===== config.mk =====
export PLATFORM = sky130hd
export DESIGN_NAME = dcache
export DESIGN_NICKNAME = d
export VERILOG_FILES = /design/src/rtl/dcache.sv
export SDC_FILE = /design/constraint.sdc
export NUM_CORES = 2
export LEC_CHECK = 0
export ABC_AREA = 1
export CELL_PAD_IN_SITES_DETAIL_PLACEMENT = 0
export CELL_PAD_IN_SITES_GLOBAL_PLACEMENT = 1
export CORE_ASPECT_RATIO = 0.5
export CORE_MARGIN = 2
export CORE_UTILIZATION = 45
export CTS_CLUSTER_DIAMETER = 50
export DETAILED_ROUTE_END_ITERATION = 12
export GPL_ROUTABILITY_DRIVEN = 0
export PLACE_DENSITY = 0.71
export SKIP_LAST_GASP = 1
export SYNTH_ARGS = -nofsm -noshare
export SYNTH_HDL_FRONTEND = slang
export SYNTH_SLANG_ARGS = --single-unit

===== constraint.sdc =====
create_clock -name clk -period 8.35 [get_ports clk]
set_clock_uncertainty 0.05 [all_clocks]
set_input_delay 1.2525 -clock clk [delete_from_list [all_inputs] [get_ports clk]]
set_output_delay 1.2525 -clock clk [all_outputs]
set_load 0.01 [all_outputs]

===== src/rtl/dcache.sv =====
// Direct-mapped, write-through, no-write-allocate data cache for the MEM stage.
// Refills 4-word lines one word at a time from a single-word memory bus.
module dcache #(
  parameter int unsigned LINES = 16,
  parameter int unsigned IDX_W = $clog2(LINES)
) (
  input  logic        clk,
  input  logic        rst,
  input  logic        mem_req_Dcache_i,
  input  logic        mem_rw_i,
  input  logic [31:0] mem_addr_i,
  input  logic [1:0]  mem_wrwidth_i,
  input  logic [31:0] mem_wr_data_i,
  output logic [31:0] dcache_rd_data_o,
  output logic        dcache_stall_o,
  output logic        ram_req_o,
  output logic        ram_we_o,
  output logic [31:0] ram_addr_o,
  output logic [3:0]  ram_wstrb_o,
  output logic [31:0] ram_wdata_o,
  input  logic        ram_ack_i,
  input  logic [31:0] ram_rdata_i
);

  localparam int unsigned TagW = 28 - IDX_W;

  typedef enum logic [1:0] {StIdle, StRefill, StWrite} state_e;

  state_e            state_q, state_d;
  logic [1:0]        cnt_q;
  logic [LINES-1:0]  valid_q;
  logic [TagW-1:0]   tag_q  [LINES];
  logic [31:0]       data_q [LINES][4];

  logic [IDX_W-1:0]  idx;
  logic [TagW-1:0]   tag;
  logic [1:0]        word;
  logic              hit;
  logic [3:0]        strb;
  logic [31:0]       wdata;

  assign idx  = mem_addr_i[IDX_W+3:4];
  assign tag  = mem_addr_i[31:IDX_W+4];
  assign word = mem_addr_i[3:2];
  assign hit  = valid_q[idx] && (tag_q[idx] == tag);

  // Store lane formatting; misaligned addresses are force-aligned.
  always_comb begin
    strb  = 4'b1111;
    wdata = mem_wr_data_i;
    unique case (mem_wrwidth_i)
      2'b00: begin
        strb  = 4'b0001 << mem_addr_i[1:0];
        wdata = {4{mem_wr_data_i[7:0]}};
      end
      2'b01: begin
        strb  = mem_addr_i[1] ? 4'b1100 : 4'b0011;
        wdata = {2{mem_wr_data_i[15:0]}};
      end
      default: begin
        strb  = 4'b1111;
        wdata = mem_wr_data_i;
      end
    endcase
  end

  // Control state; only valid bits are cleared by reset.
  always_ff @(posedge clk) begin
    if (rst) begin
      state_q <= StIdle;
      cnt_q   <= 2'd0;
      valid_q <= '0;
    end else begin
      state_q <= state_d;
      if (state_q == StIdle) begin
        cnt_q <= 2'd0;
      end else if (state_q == StRefill && ram_ack_i) begin
        cnt_q <= cnt_q + 2'd1;
        if (cnt_q == 2'd3) begin
          valid_q[idx] <= 1'b1;
        end
      end
    end
  end

  always_ff @(posedge clk) begin
    if (!rst) begin
      if (state_q == StRefill && ram_ack_i) begin
        data_q[idx][cnt_q] <= ram_rdata_i;
        if (cnt_q == 2'd3) begin
          tag_q[idx] <= tag;
        end
      end else if (state_q == StWrite && ram_ack_i && hit) begin
        for (int b = 0; b < 4; b++) begin
          if (strb[b]) begin
            data_q[idx][word][8*b +: 8] <= wdata[8*b +: 8];
          end
        end
      end
    end
  end

  always_comb begin
    state_d = state_q;
    unique case (state_q)
      StIdle: begin
        if (mem_req_Dcache_i) begin
          if (mem_rw_i) begin
            state_d = StWrite;
          end else if (!hit) begin
            state_d = StRefill;
          end
        end
      end
      StRefill: if (ram_ack_i && cnt_q == 2'd3) state_d = StIdle;
      StWrite:  if (ram_ack_i) state_d = StIdle;
      default:  state_d = StIdle;
    endcase
  end

  always_comb begin
    dcache_rd_data_o = '0;
    dcache_stall_o   = 1'b0;
    ram_req_o        = 1'b0;
    ram_we_o         = 1'b0;
    ram_addr_o       = '0;
    ram_wstrb_o      = '0;
    ram_wdata_o      = '0;
    unique case (state_q)
      StIdle: begin
        if (mem_req_Dcache_i) begin
          if (mem_rw_i || !hit) begin
            dcache_stall_o = 1'b1;
          end else begin
            dcache_rd_data_o = data_q[idx][word];
          end
        end
      end
      StRefill: begin
        ram_req_o      = 1'b1;
        ram_addr_o     = {mem_addr_i[31:4], cnt_q, 2'b00};
        dcache_stall_o = 1'b1;
      end
      StWrite: begin
        ram_req_o      = 1'b1;
        ram_we_o       = 1'b1;
        ram_addr_o     = {mem_addr_i[31:2], 2'b00};
        ram_wstrb_o    = strb;
        ram_wdata_o    = wdata;
        dcache_stall_o = ~ram_ack_i;
      end
      default: begin
        dcache_stall_o = 1'b0;
      end
    endcase
  end

endmodule


### Word level (Yosys, flattened, before mapping)

Memories as Yosys holds them, arrays and structs flattened.
Index checks and enable logic that the tools add are counted.

| storage, ports and cells | value |
|---|---|
| bits in registers | 20 |
| RAM bits | 2,432 |
| input port bits | 103 |
| output and inout port bits | 103 |
| memories kept | 2 |

| cells by class | value |
|---|---|
| $add $sub $neg | 1 |
| $lt $le $gt $ge | 6 |
| equality and inequality tests | 9 |
| shift-type cells | 1 |
| mux-type cells | 576 |
| bitwise logic cells | 517 |
| reduce and logical (&&, ||, !) cells | 16 |

Memory list:

| name | depth | bits a word | rd ports | clocked after Yosys merged registers in | write ports | line | text |
|---|---|---|---|---|---|---|---|
| data_q | 16 | 128 | 1 | 0 | 1 | 33 | `logic [31:0] data_q [LINES][4];` |
| tag_q | 16 | 24 | 1 | 0 | 1 | 32 | `logic [TagW-1:0] tag_q [LINES];` |

Operators by type and width:

| cell | number |
|---|---|
| 128-bit 2-to-1 mux | 5 |
| 1-bit 2-to-1 mux | 540 |
| 1-bit bitwise OR | 512 |
| 32-bit demux with 2-bit select | 5 |
| 32-bit 2-to-1 mux | 8 |
| 32-bit one-hot mux with 2 select lines | 2 |
| 32-bit binary-select mux with 2-bit select | 1 |
| 24-bit equality test | 1 |
| 24-bit 2-to-1 mux | 1 |
| 16-bit 2-to-1 mux | 1 |
| 16-bit bitwise OR | 1 |
| 2-bit 2-to-1 mux | 5 |
| 1-bit logical AND | 8 |
| 4-bit 2-to-1 mux | 2 |
| 8-bit 2-to-1 mux | 1 |
| 4-bit one-hot mux with 2 select lines | 1 |
| 3-bit >= comparator (second input constant) | 2 |
| 3-bit by 1-bit < comparator with 1-bit output (second input constant) | 2 |
| 2-bit NOT with 3-bit output | 2 |
| 2-bit one-hot mux with 3 select lines | 1 |
| 4-bit by 5-bit < comparator with 1-bit output (second input constant) | 1 |
| 1-bit binary-select mux with 4-bit select | 1 |
| 1-bit demux with 4-bit select | 1 |
| 2-bit by 1-bit equality test with 1-bit output (second input constant) | 2 |
| other kinds (15) | 20 |

### Depth between registers and ports, before layout

| logic depth | value |
|---|---|
| depth in word-level cells | 12 |
| gate-level depth with buffers | 24 |
| depth with buffers taken out | 20 |

### Worst setup path after synthesis

Ideal clock, no wire load.

| timing | value |
|---|---|
| kind | input to output |
| from | input mem_addr_i[4] |
| to | output dcache_rd_data_o[10] |
| arrival | 3,502 ps |
| required time | 7,048 ps |
| path slack | 3,546 ps |
| cell stages on the path | 22 |
| cells stage by stage | buf_4 inv_2 buf_6 buf_2 nand2_1 nand2_1 nand2_1 nand2_1 nand2_1 nand2_1 nor2_1 a21oi_1 nand2_1 nor2_1 nand2_1 nor2_1 and2_1 buf_4 buf_12 nand3_2 buf_2 nor4_2 |

| between the ends | value |
|---|---|
| longest elaborated chain between the ends | 8 |
| elaborated cells between the ends (all ways) | 14 |
| classes of those cells | eq/ne (1); mux (8); reduce/logical (3); memory (2) |

Ends and longest elaborated chain:

| element | line | text |
|---|---|---|
| start: declaration | 11 | `input logic [31:0] mem_addr_i,` |
| memory 16 x 24 bit / 1-bit binary-select mux with 4-bit select (equally long branches) | - |  |
| 24-bit equality test / 1-bit 2-to-1 mux (equally long branches) | 45 | `assign hit = valid_q[idx] && (tag_q[idx] == tag);` |
| 1-bit logical AND | 45 |  |
| 1-bit logical NOT | 132 | `if (mem_rw_i \|\| !hit) begin` |
| 1-bit logical OR | 132 |  |
| 32-bit 2-to-1 mux * | 132 |  |
| 32-bit 2-to-1 mux * | 131 | `if (mem_req_Dcache_i) begin` |
| 32-bit 2-to-1 mux * | 129 | `unique case (state_q)` |
| end: declaration | 14 | `output logic [31:0] dcache_rd_data_o,` |

Mark *: on every way between the ends. The rest lies on a longest branch, timed or not. The select of a mux whose other input is x is not followed.

### Worst setup path in the final report

| timing | value |
|---|---|
| from | input mem_addr_i[6] |
| to | output dcache_rd_data_o[5] |

Same word-level chain as after synthesis.

==> impl_metrics.tcl <==
set metrics [dict create \
    run_status "complete, no violations" \
    synthDistinctLibCells 42 \
    hold_path_class "reg -> reg" \
    fp.dieW_um 653 \
    place_ws_ns 0.978 \
    ir_drop_mv 0.160 \
    drc 0 \
    critPathCaptureType "primary output" \
    yosysWarningCount 0 \
    synth.avg_cell_area_um2 14.4 \
    crit_fanout 50 \
    port_buffers 203 \
    yosys-top-cells-count "edfxtp_1 (2,432), nand2_1 (1,138), o22ai_1 (688)" \
    synth_area_leaders "edfxtp_1 (77%), o22ai_1 (4.5%), nand2_1 (4.5%)" \
    nNetsFinal 6878 \
    setup_viol 0 \
    netlist.area_leader.share 0.770 \
    fmax_ghz 0.135 \
    placementRows 119 \
    start_kind "input port" \
    postCtsResizedCells 0 \
    relSlewSlack 0.0237 \
    ioPinCount 206 \
    holdBufCountCts 0 \
    synth_compound_area_frac 0.135 \
    worstSetupPathType "in -> out" \
    ys_ff_latch 2452 \
    htree_levels 4 \
    grt_pass1_wl_mm 411 \
    drive_above_1_share 0.0947 \
    worst_pin_slew_ns 1.46 \
    crit_required_ns 7.05 \
    synthAdderAreaFrac 0.00106 \
    clk_latency_ns 0.87 \
    netlist_area_um2 94800 \
    track_usage 0.263 \
    tns_ns 0 \
    path_clk_slew_ns 0.06 \
    synth_top_family_by_area "compound AO/OA/AOI/OAI gates" \
    dp_hpwl_mm 175 \
    hold_violations 0 \
    antenna_found_initial 11 \
    ys.flop_type "edfxtp_1" \
    yosysSeqAreaShare 0.775 \
    worst_slack_ns 0.945 \
    grt_pass1_vias 57700 \
    grt_max_degree 133 \
    yosys.area.top_type "edfxtp_1" \
    ant_nets 0 \
    clock_path_buffers 4 \
    maxCapViolations 0 \
    finalCritPeriodShare 0.887 \
    cts_made_buffers 218 \
    cts_setup_buffers 0 \
    die_h_um 329 \
    dr_wl_met2_mm 133 \
    fin_crit_ns 7.40 \
    vias 60900 \
    die_area_um2 215000 \
    cts_num_sinks 2452 \
    drt_iter0_drc 8172 \
    cp.arrival_ns 6.10 \
    p_leak_nw 34.6 \
    wl_per_cell_um 29.8 \
    root_buffer "clkbuf_16" \
    synthSimpleGateAreaFrac 0.0639 \
    met1_length_mm 117 \
    synth.area.mux_share 0 \
    synthXorXnorAreaFrac 0 \
    core-area_um2 210000 \
    drv_slew 0 \
    wl_met3_mm 29.2 \
    ys_async_sr_fraction 0 \
    area_delta_synth_final_pct 13.7 \
    tritoncts "done" \
    wl_mm 290 \
    first_pass_iters 8 \
    top_layer_used "met5" \
    rsz0062_at_grt "no" \
    initial_core_util 0.452 \
    synth_edf_count 2432 \
    synth_cells 6565 \
    synth.most_common_cell "edfxtp_1" \
    via_per_inst 6.26 \
    power.density_nw_per_um2 234 \
    grt-ovfl-total 0 \
]
power breakdown:
group          internal, mW  switching, mW
Sequential             13.5        0.00480
Combinational         0.434           1.13
Clock                  5.57           4.53
worst paths after layout:
check,from,to,slack (ns),cells after the start
max reg2reg,tag_q[5][15]$_DFFE_PP_,data_q[0][113]$_DFFE_PP_,3.08,17
min,valid_q[15]$_SDFFE_PP0P_,valid_q[15]$_SDFFE_PP0P_,0.41,2
min reg2reg,valid_q[15]$_SDFFE_PP0P_,valid_q[15]$_SDFFE_PP0P_,0.41,2
max,mem_addr_i[6],dcache_rd_data_o[5],0.95,16
through the flow:
stage / cell area, um^2 / total power, mW / cells / hold WS, ns / util
floorplan: 94800 / 14.6 / 6566 / 0.382 / -
global placement: 101000 / 15.3 / 9329 / 0.400 / 0.480
detailed placement: 101000 / 15.3 / 9329 / 0.402 / 0.480
CTS: 108000 / 25.2 / 9721 / 0.412 / 0.513
global route: 108000 / 25.8 / 9726 / 0.427 / 0.513
finish: 108000 / 25.2 / 9732 / 0.409 / 0.513
logic make-up (layout without fill, tap and decap cells):
kind of cell,Yosys count,count (layout)
flip-flops,2452,2452
other,1,12
AO/OA/AOI/OAI,2025,2025
adder cells (fa/ha/maj),8,8
AND/OR/NAND/NOR,1489,1489
buffers and inverters,590,963
critical path: stages:
cell	delay, ns
clkdlybuf4s50_1	0.62
nand2_1	0.42
inv_6	0.57
nand2_1	0.12
nand2_1	0.11
o21ai_0	0.08
nand2_1	0.10
nand2_1	0.11
nor2_1	0.16
nand2_1	0.09
nor2_1	0.14
and2_1	0.40
nand3_2	0.10
buf_4	0.33
nor4_2	0.71
clkdlybuf4s50_1	0.68
flip-flops by register name (all words and copies together), names as in the netlist:
name and flops:
cnt_q 2, data_q 2048, tag_q 384, valid_q 16, state_q 2
metal layers:
layer,vias up,track usage
li1,26000,-
met1,30900,0.375
met2,3545,0.410
met3,537,0.0475
met4,4,0.0932
met5,-,0
final cells by class:
| cell class | count | area, um^2 |
|---|---|---|
| antenna | 10 | 25.0 |
| clock buffer | 249 | 5610 |
| clock inverter | 143 | 1370 |
| fill | 17200 | 102000 |
| inverter | 114 | 450 |
| multi-input combinational | 3524 | 19200 |
| sequential | 2452 | 73400 |
| tap | 2783 | 3480 |
| timing repair buffer | 457 | 4180 |
cells in the final DEF, fill, tap and decap left out, drive strengths merged, types with 12 or more instances in the layout:
cell / netlist / layout
edfxtp: 2432 / 2432
o21ai: 525 / 525
a22o: 57 / 57
nand4: 59 / 59
buf: 157 / 256
a221oi: 35 / 35
a22oi: 16 / 16
nand2: 1138 / 1138
clkinv: 18 / 100
o22a: 168 / 168
nor4: 12 / 12
a21oi: 319 / 319
nor2: 216 / 216
o221ai: 168 / 168
clkdlybuf4s50: 0 / 201
bufinv: 0 / 24
clkbuf: 319 / 249
dfxtp: 20 / 20
clkinvlp: 0 / 16
nor3: 12 / 12
o22ai: 688 / 688
inv: 96 / 117
a41oi: 45 / 45
nand3: 41 / 41
Note: power is estimated with default switching activity, not from simulation.
==> patch: new RTL, same settings <==
Make the reset (`rst`) asynchronous in one clocked block.
--- a/src/rtl/dcache.sv
+++ b/src/rtl/dcache.sv
@@ -65,7 +65,7 @@
   end
 
   // Control state; only valid bits are cleared by reset.
-  always_ff @(posedge clk) begin
+  always_ff @(posedge clk or posedge rst) begin
     if (rst) begin
       state_q <= StIdle;
       cnt_q   <= 2'd0;
Check against the original RTL: not settled (the Yosys comparison gave no result); the edit may change what the design does.
==> patch against the original RTL <==
Area after synthesis fell by 0.74%; wire length rose by 0.68%; count of clock-buffer cells in the layout rose by 10; non-clock buffer count fell by 16; via count fell by 0.59%; cell area fell by 0.57%; synthesized cell count fell by 0.40%; setup slack improved by 29 ps; sequential cell count did not move; critical path depth fell by 4; total power rose by 1.1%; largest cell class unchanged.
==> patch: results (changes against the original RTL) <==
Status
  – Status: completed

Detailed routing
  – Met3 wire len: 32.30 mm (+11%)
  – DRT iter0 DRCs: 8081 (-1.1%)
  – DR pass1 iterations: 7 (-1)
  – Met2 routed WL: 130.9 mm (-1.2%)
  – Vias per inst: 6.265 (about the same)
  – Wirelength per Cell: 30.17 microns (+1.3%)
  – Met1 routed wirelength after detailed routing: 117.6 mm (+0.89%)

Pwr
  – Pwr Total: 25.46 mW (+1.1%)
  – Comb. pwr: 1.78 mW (+14%)
  – Peak ir drop on the vdd network: 0.1635 mV (+2.3%)
  – Static leakage: 34.26 nW (-0.84%)
  – Switching component of the power: 5.776 mW (+2.0%)

Yosys
  – Cells taking the most area after synthesis: sky130_fd_sc_hd__edfxtp_1, sky130_fd_sc_hd__o22ai_1, sky130_fd_sc_hd__nand2_1
  – Leading post-synthesis cells by instance count: sky130_fd_sc_hd__edfxtp_1, sky130_fd_sc_hd__nand2_1, sky130_fd_sc_hd__o22ai_1, sky130_fd_sc_hd__o21ai_0, sky130_fd_sc_hd__clkbuf_1
  – Sequential-to-total area share from yosys stat: 78.15% (+0.68 points)
  – Mean Syn Cell Area: 14.39 sq um (-0.34%)

Setup path
  – Endpoint arrival time on the critical path: 6070 ps (-30 ps)
  – Maximum fanout encountered on the critical timing path: 71 (+42%)

Place
  – Total placed instance area: 100100 sq um (-0.65%)
  – Post-place setup slack: 1037 ps (+58.86 ps)
  – Half-perimeter wire length after detailed placement: 172.6 mm (-1.1%)

Global route
  – First-pass GRT wire length: 412.2 mm (+0.19%)
  – Global routing usage on met1: 37.62% (+0.10 points)
  – Initial antenna violation count: 12 (+1)
  – Pin count of the biggest net entering global routing: 131 (-1.5%)

Finish
  – Non-filler cells in the finished layout: 9669 (-0.65%)
  – Final net count: 6843 (-0.51%)
  – Filler Cell Count: 16.98k (-1.3%)
==> patch: worst max-delay path, cell delays in order <==
cell and delay [ps]:
sky130_fd_sc_hd__buf_4 240, sky130_fd_sc_hd__nand2_4 150, sky130_fd_sc_hd__buf_4 410, sky130_fd_sc_hd__buf_4 670, sky130_fd_sc_hd__buf_4 850, sky130_fd_sc_hd__o22a_1 250, sky130_fd_sc_hd__o221ai_1 110, sky130_fd_sc_hd__a22o_1 270
sky130_fd_sc_hd__o21ai_0 480, sky130_fd_sc_hd__nand2_1 210, sky130_fd_sc_hd__nor4_1 440, sky130_fd_sc_hd__clkdlybuf4s50_1 630
==> patch: worst paths after layout <==
path,startpoint,to,slack (ps),cells after the start
worst min register to register,valid_q[8],valid_q[8],410,2
worst min-delay path,valid_q[8],valid_q[8],410,2
min in group asynchronous,rst,valid_q[15],1030,2
worst max-delay path,mem_addr_i[4],dcache_rd_data_o[17],970,12
worst max register to register,tag_q[1][21],data_q[2][52],3340,14
max in group asynchronous,rst,valid_q[14],6680,2
==> patch: layout make-up <==
cell class / instances / area, sq um / area share [%]
sequential: 2452 / 73530 / 68.62
multi-input combinational: 3527 / 18690 / 17.44
clock buffer: 259 / 5694 / 5.314
timing repair buffer: 441 / 4076 / 3.804
tap: 2760 / 3453 / 3.223
clock inverter: 134 / 1343 / 1.253
inverter: 91 / 356.6 / 0.3328
antenna: 5 / 12.51 / 0.01168
==> patch: logic make-up (layout without fill, tap and decap cells) <==
group,after synthesis,after routing,share of synthesized area [%]
AO/OA/AOI/OAI,2122,2122,13.42
adder cells (fa/ha/maj),8,8,0.1064
buffers and inverters,561,925,2.306
flip-flops,2452,2452,78.15
other,1,7,0.003985
AND/OR/NAND/NOR,1395,1395,6.016
